$ cat src/rtl/mem_pkg.sv
// Shared definitions for the MEM-stage access unit: access-size encodings,
// ctrl_mem bit positions, FSM states and small decode helpers.
package mem_pkg;

  typedef enum logic [2:0] {
    MODE_B  = 3'b000,
    MODE_H  = 3'b001,
    MODE_W  = 3'b010,
    MODE_BU = 3'b100,
    MODE_HU = 3'b101
  } dmu_mode_e;

  localparam int CTRL_DMRD     = 0;
  localparam int CTRL_DMWE     = 1;
  localparam int CTRL_ANS_MUX  = 2;
  localparam int CTRL_MODE_LSB = 3;

  typedef enum logic [1:0] {
    IDLE,
    REQ,
    DONE
  } state_e;

  // Unlisted codes fall back to a full-word access.
  function automatic dmu_mode_e decode_mode(input logic [2:0] raw);
    case (raw)
      3'b000:  return MODE_B;
      3'b001:  return MODE_H;
      3'b100:  return MODE_BU;
      3'b101:  return MODE_HU;
      default: return MODE_W;
    endcase
  endfunction

  function automatic logic is_misaligned(input dmu_mode_e mode, input logic [1:0] lane);
    case (mode)
      MODE_H, MODE_HU: return lane[0];
      MODE_W:          return lane != 2'b00;
      default:         return 1'b0;
    endcase
  endfunction

  function automatic logic [31:0] store_lanes(input dmu_mode_e mode, input logic [31:0] data);
    case (mode)
      MODE_B, MODE_BU: return {4{data[7:0]}};
      MODE_H, MODE_HU: return {2{data[15:0]}};
      default:         return data;
    endcase
  endfunction

endpackage

$ cat src/rtl/mem_load_align.sv
// Lane selection for data-memory accesses: extracts and extends load data from
// a bus word, and produces the matching byte-enable mask for stores.
module mem_load_align
  import mem_pkg::*;
(
  input  logic [31:0] rdata,
  input  logic [1:0]  lane,
  input  logic [2:0]  mode,
  output logic [31:0] load_data,
  output logic [3:0]  lane_be
);

  dmu_mode_e   mode_d;
  logic [7:0]  byte_lane;
  logic [15:0] half_lane;

  assign mode_d    = decode_mode(mode);
  assign byte_lane = 8'(rdata >> {lane, 3'b000});
  assign half_lane = 16'(rdata >> {lane[1], 4'b0000});

  always_comb begin
    // NOTE: defaults first so every path assigns both outputs and no latch is inferred.
    load_data = rdata;
    lane_be   = 4'b1111;
    case (mode_d)
      MODE_B: begin
        load_data = {{24{byte_lane[7]}}, byte_lane};
        lane_be   = 4'b0001 << lane;
      end
      MODE_BU: begin
        load_data = {24'b0, byte_lane};
        lane_be   = 4'b0001 << lane;
      end
      MODE_H: begin
        load_data = {{16{half_lane[15]}}, half_lane};
        lane_be   = 4'b0011 << {lane[1], 1'b0};
      end
      MODE_HU: begin
        load_data = {16'b0, half_lane};
        lane_be   = 4'b0011 << {lane[1], 1'b0};
      end
      default: ;
    endcase
  end

endmodule

$ cat src/rtl/mem_access_unit.sv
// MEM-stage data-memory access unit: issues one req/ack bus transaction per
// load/store, stalls the pipeline while it is in flight and presents the result.
module mem_access_unit
  import mem_pkg::*;
#(
  parameter int TIMEOUT_CYC = 255
) (
  input  logic        clk,
  input  logic        rst,
  input  logic        flush_i,
  input  logic [7:0]  ctrl_mem_i,
  input  logic [31:0] dm_addr_i,
  input  logic [31:0] dm_data_i,
  input  logic [31:0] alu_ans_i,
  output logic        bus_req_o,
  output logic        bus_we_o,
  output logic [31:0] bus_addr_o,
  output logic [3:0]  bus_be_o,
  output logic [31:0] bus_wdata_o,
  input  logic        bus_ack_i,
  input  logic [31:0] bus_rdata_i,
  output logic        stall_o,
  output logic [31:0] mem_ans_o,
  output logic        misalign_o,
  output logic        bus_err_o
);

  localparam int               CNT_W    = $clog2(TIMEOUT_CYC + 1);
  localparam logic [CNT_W-1:0] LAST_CNT = CNT_W'(TIMEOUT_CYC - 1);

  state_e           state;
  logic [CNT_W-1:0] timeout_cnt;
  logic [31:0]      load_q;
  logic [2:0]       mode_q;
  logic [1:0]       lane_q;
  logic             is_load_q;
  logic             flushed_q;

  logic        dmrd, dmwe, ans_mux, pending, misaligned;
  logic [2:0]  mode_raw, align_mode;
  logic [1:0]  align_lane;
  logic [31:0] load_data;
  logic [3:0]  lane_be;
  logic        unused_ctrl;

  assign dmrd        = ctrl_mem_i[CTRL_DMRD];
  assign dmwe        = ctrl_mem_i[CTRL_DMWE];
  assign ans_mux     = ctrl_mem_i[CTRL_ANS_MUX];
  assign mode_raw    = ctrl_mem_i[CTRL_MODE_LSB +: 3];
  assign unused_ctrl = ^ctrl_mem_i[7:6];
  assign pending     = (dmrd | dmwe) & ~flush_i;
  assign misaligned  = is_misaligned(decode_mode(mode_raw), dm_addr_i[1:0]);

  // IDLE uses the live inputs for the byte enables; REQ uses the captured
  // access so load formatting is immune to anything upstream moving.
  assign align_mode = (state == IDLE) ? mode_raw : mode_q;
  assign align_lane = (state == IDLE) ? dm_addr_i[1:0] : lane_q;

  mem_load_align u_align (
    .rdata     (bus_rdata_i),
    .lane      (align_lane),
    .mode      (align_mode),
    .load_data (load_data),
    .lane_be   (lane_be)
  );

  assign stall_o   = ((state == IDLE) && pending && !misaligned) || (state == REQ);
  assign mem_ans_o = ans_mux ? load_q : alu_ans_i;

  // NOTE: all state here uses non-blocking assignments so every register samples pre-edge values.
  always_ff @(posedge clk) begin
    if (rst) begin
      state       <= IDLE;
      bus_req_o   <= 1'b0;
      bus_we_o    <= 1'b0;
      bus_addr_o  <= '0;
      bus_be_o    <= '0;
      bus_wdata_o <= '0;
      misalign_o  <= 1'b0;
      bus_err_o   <= 1'b0;
      load_q      <= '0;
      timeout_cnt <= '0;
      mode_q      <= '0;
      lane_q      <= '0;
      is_load_q   <= 1'b0;
      flushed_q   <= 1'b0;
    end else begin
      misalign_o <= 1'b0;
      bus_err_o  <= 1'b0;
      case (state)
        IDLE: begin
          if (pending && misaligned) begin
            misalign_o <= 1'b1;
            load_q     <= '0;
          end else if (pending) begin
            bus_req_o   <= 1'b1;
            bus_we_o    <= dmwe & ~dmrd;
            bus_addr_o  <= {dm_addr_i[31:2], 2'b00};
            bus_be_o    <= lane_be;
            bus_wdata_o <= store_lanes(decode_mode(mode_raw), dm_data_i);
            mode_q      <= mode_raw;
            lane_q      <= dm_addr_i[1:0];
            is_load_q   <= dmrd;
            flushed_q   <= 1'b0;
            timeout_cnt <= '0;
            state       <= REQ;
          end
        end
        REQ: begin
          if (bus_ack_i) begin
            bus_req_o   <= 1'b0;
            bus_we_o    <= 1'b0;
            timeout_cnt <= '0;
            state       <= DONE;
            if (flushed_q || flush_i) load_q <= '0;
            else if (is_load_q)       load_q <= load_data;
          end else if (timeout_cnt == LAST_CNT) begin
            bus_req_o   <= 1'b0;
            bus_we_o    <= 1'b0;
            bus_err_o   <= 1'b1;
            load_q      <= '0;
            timeout_cnt <= '0;
            state       <= DONE;
          end else begin
            timeout_cnt <= timeout_cnt + CNT_W'(1);
            if (flush_i) flushed_q <= 1'b1;
          end
        end
        DONE:    state <= IDLE;
        default: state <= IDLE;
      endcase
    end
  end

endmodule

$ cat config.mk
export PLATFORM = sky130hd
export DESIGN_NAME = mem_access_unit
export DESIGN_NICKNAME = d
export VERILOG_FILES = /design/src/rtl/mem_pkg.sv /design/src/rtl/mem_load_align.sv /design/src/rtl/mem_access_unit.sv
export SDC_FILE = /design/constraint.sdc
export NUM_CORES = 1
export LEC_CHECK = 0
export CORE_ASPECT_RATIO = 1.25
export CORE_MARGIN = 1.5
export CORE_UTILIZATION = 41
export DETAILED_ROUTE_END_ITERATION = 10
export PLACE_DENSITY = 0.78
export SETUP_SLACK_MARGIN = 0.05
export SLEW_MARGIN = 20
export SYNTH_ARGS = -nofsm -noshare
export SYNTH_HDL_FRONTEND = slang
export SYNTH_SLANG_ARGS = --single-unit
export TNS_END_PERCENT = 20
$ cat constraint.sdc
create_clock -name clk -period 2.3 [get_ports clk]
set_input_delay 0.46 -clock clk [delete_from_list [all_inputs] [get_ports clk]]
set_output_delay 0.46 -clock clk [all_outputs]
set_load 0.005 [all_outputs]
**After elaboration in Yosys (flattened, before gate mapping)**

Index checks and enable logic that the tools add are counted.

- Bitwise operators: 8
- Eq/ne operators: 25
- Multipliers: 0
- Reductions and logical operators: 26
- Shift operators: 4
- Multiplexer cells: 45
- Divide/modulo/power cells: 0
- Order comparisons: 0
- Add/subtract/negate cells: 1

Operators by type and width:

| kind | number |
|---|---|
| 32-bit two-way mux | 6 |
| 32-bit one-hot mux with 2 select lines | 2 |
| 32-bit one-hot mux with 4 select lines | 1 |
| 8-bit two-way mux | 4 |
| 32-bit by 5-bit >> shifter with 16-bit output | 1 |
| 32-bit by 5-bit >> shifter with 8-bit output | 1 |
| 3-bit equality test, second input constant | 9 |
| 3-bit one-hot mux with 4 select lines | 2 |
| 8-bit one-hot mux with 2 select lines | 1 |
| 3-bit by 1-bit equality test with 1-bit output, second input constant | 5 |
| 3-bit two-way mux | 5 |
| 1-bit two-way mux | 13 |
| 3-bit zero test | 4 |
| 2-bit OR reduction | 6 |
| 2-bit two-way mux | 5 |
| 2-bit inequality test, second input constant | 5 |
| 3-bit AND reduction | 3 |
| 8-bit by 1-bit adder with 8-bit output, second input constant | 1 |
| 8-bit equality test, second input constant | 1 |
| 1-bit one-hot mux with 2 select lines | 4 |
| 4-bit one-hot mux with 2 select lines | 1 |
| 4-bit AND reduction | 2 |
| 6-bit AND reduction | 1 |
| 1-bit NOT | 5 |
| 16 further kinds | 21 |

- Flip-flop bits (word level): 119
- Latch bits: 0
- Bits in read-only memories: 0
- Memory bits (writable): 0
- Word-level logic and storage cells: 123
- Memories kept: 0
- Output and inout port bits: 105

**Depth between registers and ports, before layout**

- Word-level depth: 12
- Gate-level depth with buffers: 9

**Hierarchy**

Synthesis repeated with hierarchy kept, for this count alone.

- Cells, all modules: 731
- Area, all modules: 6099.6 um^2

By module, submodules not included:

| module | sequential area each (um^2) | cells an instance | times used | area an instance (um^2) |
|---|---|---|---|---|
| mem_access_unit | 2382.3 | 618 | 1 | 5292.6 |
| mem_load_align | 0.0 | 113 | 1 | 807.0 |

**Worst setup path before layout**

No wires, ideal clock.

- Kind: register -> register
- Start point: register state[1]
- End point: register load_q[21]
- Setup time: 0.114 ns
- Period minus slack after synthesis: 2.035 ns
- Stages on the path, launching flop included: 9
- Data arrival time: 1.921 ns
- Slack: 0.265 ns
- Path buffers: 2
- Required time: 2.186 ns
- Cell sequence: dfxtp_1 > buf_6 > nor2_8 > mux2i_4 > mux2i_4 > o221ai_4 > o21ai_4 > buf_8 > o21ai_2

- Word-level cells in the longest chain between the ends: 10

Ends and longest elaborated chain:

| element | line | RTL |
|---|---|---|
| from (decl) | mem_access_unit.sv:31 | `state_e state;` |
| from (signal assigned) | mem_access_unit.sv:73 | `state <= IDLE;` |
| from (signal assigned) | mem_access_unit.sv:106 | `state <= REQ;` |
| from (signal assigned) | mem_access_unit.sv:114 | `state <= DONE;` |
| 2-bit zero test | mem_access_unit.sv:56, mem_access_unit.sv:57, mem_access_unit.sv:90 |  |
| 3-bit two-way mux | mem_access_unit.sv:56 | `assign align_mode = (state == IDLE) ? mode_raw : mode_q;` |
| 3-bit equality test, or another cell as far along | mem_pkg.sv:26 | `case (raw)` |
| 3-bit one-hot mux with 4 select lines | mem_pkg.sv:26 |  |
| 3-bit equality test, or another cell as far along | mem_load_align.sv:25 | `case (mode_d)` |
| 32-bit one-hot mux with 4 select lines | mem_load_align.sv:25 |  |
| 32-bit two-way mux | mem_access_unit.sv:116 | `else if (is_load_q) load_q <= load_data;` |
| 32-bit two-way mux | mem_access_unit.sv:115 | `if (flushed_q \|\| flush_i) load_q <= '0;` |
| 32-bit two-way mux | mem_access_unit.sv:110 | `if (bus_ack_i) begin` |
| 32-bit one-hot mux with 2 select lines | mem_access_unit.sv:90 | `case (state)` |
| to (signal assigned) | mem_access_unit.sv:116 |  |
| to (decl) | mem_access_unit.sv:33 | `logic [31:0] load_q;` |

Parallel ways exist; a longest one is shown, timed or not. The select of a mux whose other input is x is not followed.
A chain may end at the register's enable or synchronous reset.

**Worst setup path after layout**

- Start point: input port ctrl_mem_i[2]
- End point: output port mem_ans_o[0]

- Word-level cells in the longest chain between the ends: 1

Ends and longest elaborated chain:

| element | line | RTL |
|---|---|---|
| from (decl) | mem_access_unit.sv:11 | `input logic [7:0] ctrl_mem_i,` |
| 32-bit two-way mux | mem_access_unit.sv:68 | `assign mem_ans_o = ans_mux ? load_q : alu_ans_i;` |
| to (decl) | mem_access_unit.sv:23 | `output logic [31:0] mem_ans_o,` |

Every way passes these cells.

==> impl_metrics.ini <==
[critical_path]
critPathRequiredTime_ps = 1840
cp_slowest_cell = clkdlybuf4s50_1
start_kind = input pin
path_cells = clkdlybuf4s15_2 > buf_12 > mux2_2 > clkdlybuf4s50_1
crit_type = input pin to output port
critPathArrivalTime_ps = 1760
max_stage_delay_ps = 450
reg2reg_depth = 7
path_max_fanout = 16
end_kind = output port

[clocking]
path_clk_slew_ps = 50
cts_tree = built
cts_buffers = 17
clock-sinks = 119
cts_buffer_depth = 2
htreeDepth = 4
cts_root_buf = clkbuf_16
cts_hold_buf = 0
clkLatencyLatePin_ps = 410

[synth]
synthArstFlopShare_pct = 0
synth_flop_cell = dfxtp_1
synthTopCellsByCount = nand2_1, dfxtp_1, nor2_1
synth_fa_ha_area_share_pct = 0.452
synth_edf_count = 0
synth_compound_area_share_pct = 17.9
synthCells = 657
synth-xor-area-share_pct = 0.792
ys_ff_latch = 119
yosys.area.top_type = dfxtp_1
synth_top_family_by_area = simple AND/OR/NAND/NOR gates
synthSimpleGateAreaFrac_pct = 21.7
yosysMostFrequentCell = nand2_1
synth_top_area_share_pct = 43.1
ys_warn_count = 0
yosysUniqueCellTypes = 57
seq_area_frac_synth_pct = 43.1
synthesis.area_sq_um = 5530
muxShareOfSynthArea_pct = 11.7
synth_area_leaders = dfxtp_1, nand2_1, mux2_2, a21oi_1, nor2_1
syn_area_per_cell_sq_um = 8.42

[worst_hold_path]
hold_path_class = register to register
min_path_cells = 2

[sta]
fin_crit_ps = 2220
slew_headroom_pct = 56.5
fin_worst_skew_ps = 6.63
rsz0062_at_grt = true
final.setup.tns_ps = 0
slew_violations = 0
worstMarginPinSlew_ps = 651
fmax_mhz = 451
fin_crit_sh_pct = 96.5
setup_viol = 0
setup_ws_ps = 80.7
hold_violations = 0

[outcome]
outcome = complete, no violations

[power_and_ir_drop]
pwr_density_cell_nw_per_um2 = 658
leakage_uw = 0.00343
ir_worst_vdd_mv = 0.486

[detailed_routing]
ant_nets = 0
postRouteWirelength_microns = 17700
firstDrtPassIters = 4
vias = 5631
drcViolationCount = 0
drt_first_iter_violations = 192
routed_via_density = 5.09
routedWlPerCell_microns = 16.0

[cells_and_area]
fill_cells = 1077
nets = 1063
fin_util_pct = 68.3
drive_gt1_share_pct = 16.4
area_growth_pct = 63.5

[placement]
dpl.hpwl_microns = 13200
place.gp.congestion = 0.856
io_buffers = 240
pre_cts_slack_ps = -277

[floorplan]
io_pins = 245
core_sq_um = 13200
start_util_pct = 41.8
die_area_sq_um = 14200
die_h_microns = 133
die_x_microns = 107
rows = 47

[global_route]
grt_first_pass_wirelength_microns = 27400
antenna_found_initial = 1
track_usage_pct = 24.7
grt_max_degree = 44
gr-total-overflow = 0
first_global_vias = 5531

[run]
cap_viol_max_count = 0
metrics by stage:
| step | hold WS [ps] | std cells | area (sq um) | total power, uW |
|---|---|---|---|---|
| 2_1_floorplan | 423 | 658 | 5530 | 2680 |
| 3_3_place_gp | 436 | 1070 | 8390 | 3300 |
| 3_5_place_dp | 435 | 1070 | 8390 | 3320 |
| 4_1_cts | 442 | 1103 | 9020 | 6010 |
| 5_1_grt | 459 | 1106 | 9040 | 6170 |
| 6_report | 439 | 1106 | 9040 | 5950 |
cells in the final DEF, fill, tap and decap left out, types with 4 or more instances in the layout:
master	count
clkbuf_16	17
inv_1	4
nor2b_1	20
clkdlybuf4s50_1	235
clkinvlp_4	4
nor3_1	22
nor2_1	80
mux2i_1	17
a2bb2oi_1	7
o21ai_2	11
a22o_1	5
a211oi_1	14
buf_4	46
dfxtp_1	119
mux2_2	36
a21oi_1	63
xor2_1	4
buf_12	6
o21ai_1	15
nand3_1	5
a221o_1	7
nand2_1	122
o21ai_0	13
flip-flops by register name, indices dropped and copies added (netlist names):
signal,count
bus_wdata_o,32
load_q,32
bus_addr_o,30
timeout_cnt,8
bus_be_o,4
mode_q,3
lane_q,2
state,2
bus_err_o,1
bus_req_o,1
bus_we_o,1
flushed_q,1
is_load_q,1
misalign_o,1
final timing paths:
check / start / to / slack, ps
max: ctrl_mem_i[2] / mem_ans_o[0] / 80
min: load_q[16] / load_q[16] / 440
max reg2reg: state[1] / load_q[0] / 190
min reg2reg: load_q[16] / load_q[16] / 440
power breakdown:
part	leakage, uW	total, uW	internal (uW)	switching (uW)
sequential	0.000966	2180	2140	45.7
combinational	0.00219	1100	635	462
clock	0.000282	2670	1730	938
what timing repair did:
item / 4_1_cts / 5_1_grt
setup buffers: 0 / 2
gates cloned: 1 / 0
setup endpoints to repair: 33 / 17
pin swaps: 1 / 1
resized for setup: 9 / 0
cells by family after synthesis:
family                   after synthesis
other                                  1
adder cells (fa/ha/maj)                2
AO/OA/AOI/OAI                        149
multiplexers                          57
AND/OR/NAND/NOR                      271
buffers and inverters                 53
flip-flops                           119
XOR/XNOR                               5
layout make-up:
cell class | count | area, sq um | area share, %
Antenna cell | 1 | 2.50 | 0.0277
Clock buffer | 20 | 447 | 4.94
Clock inverter | 12 | 153 | 1.69
Inverter | 4 | 15.0 | 0.166
Multi-Input combinational cell | 486 | 2940 | 32.5
Sequential cell | 119 | 2380 | 26.4
Tap cell | 171 | 214 | 2.37
Timing Repair Buffer | 293 | 2890 | 31.9
worst max-delay path, delay by kind of cell:
kind	cells	cell delay, ps
mux	1	380
buf+inv	3	910
layer usage:
metal,vias up,part of all wire [%],track usage (%)
met5,-,0,0
met4,0,2.0,8.67
met3,25,11,10.9
met2,229,50,44.6
met1,2588,37,25.0
li1,2789,-,-
(Power assumes the default switching activity.)
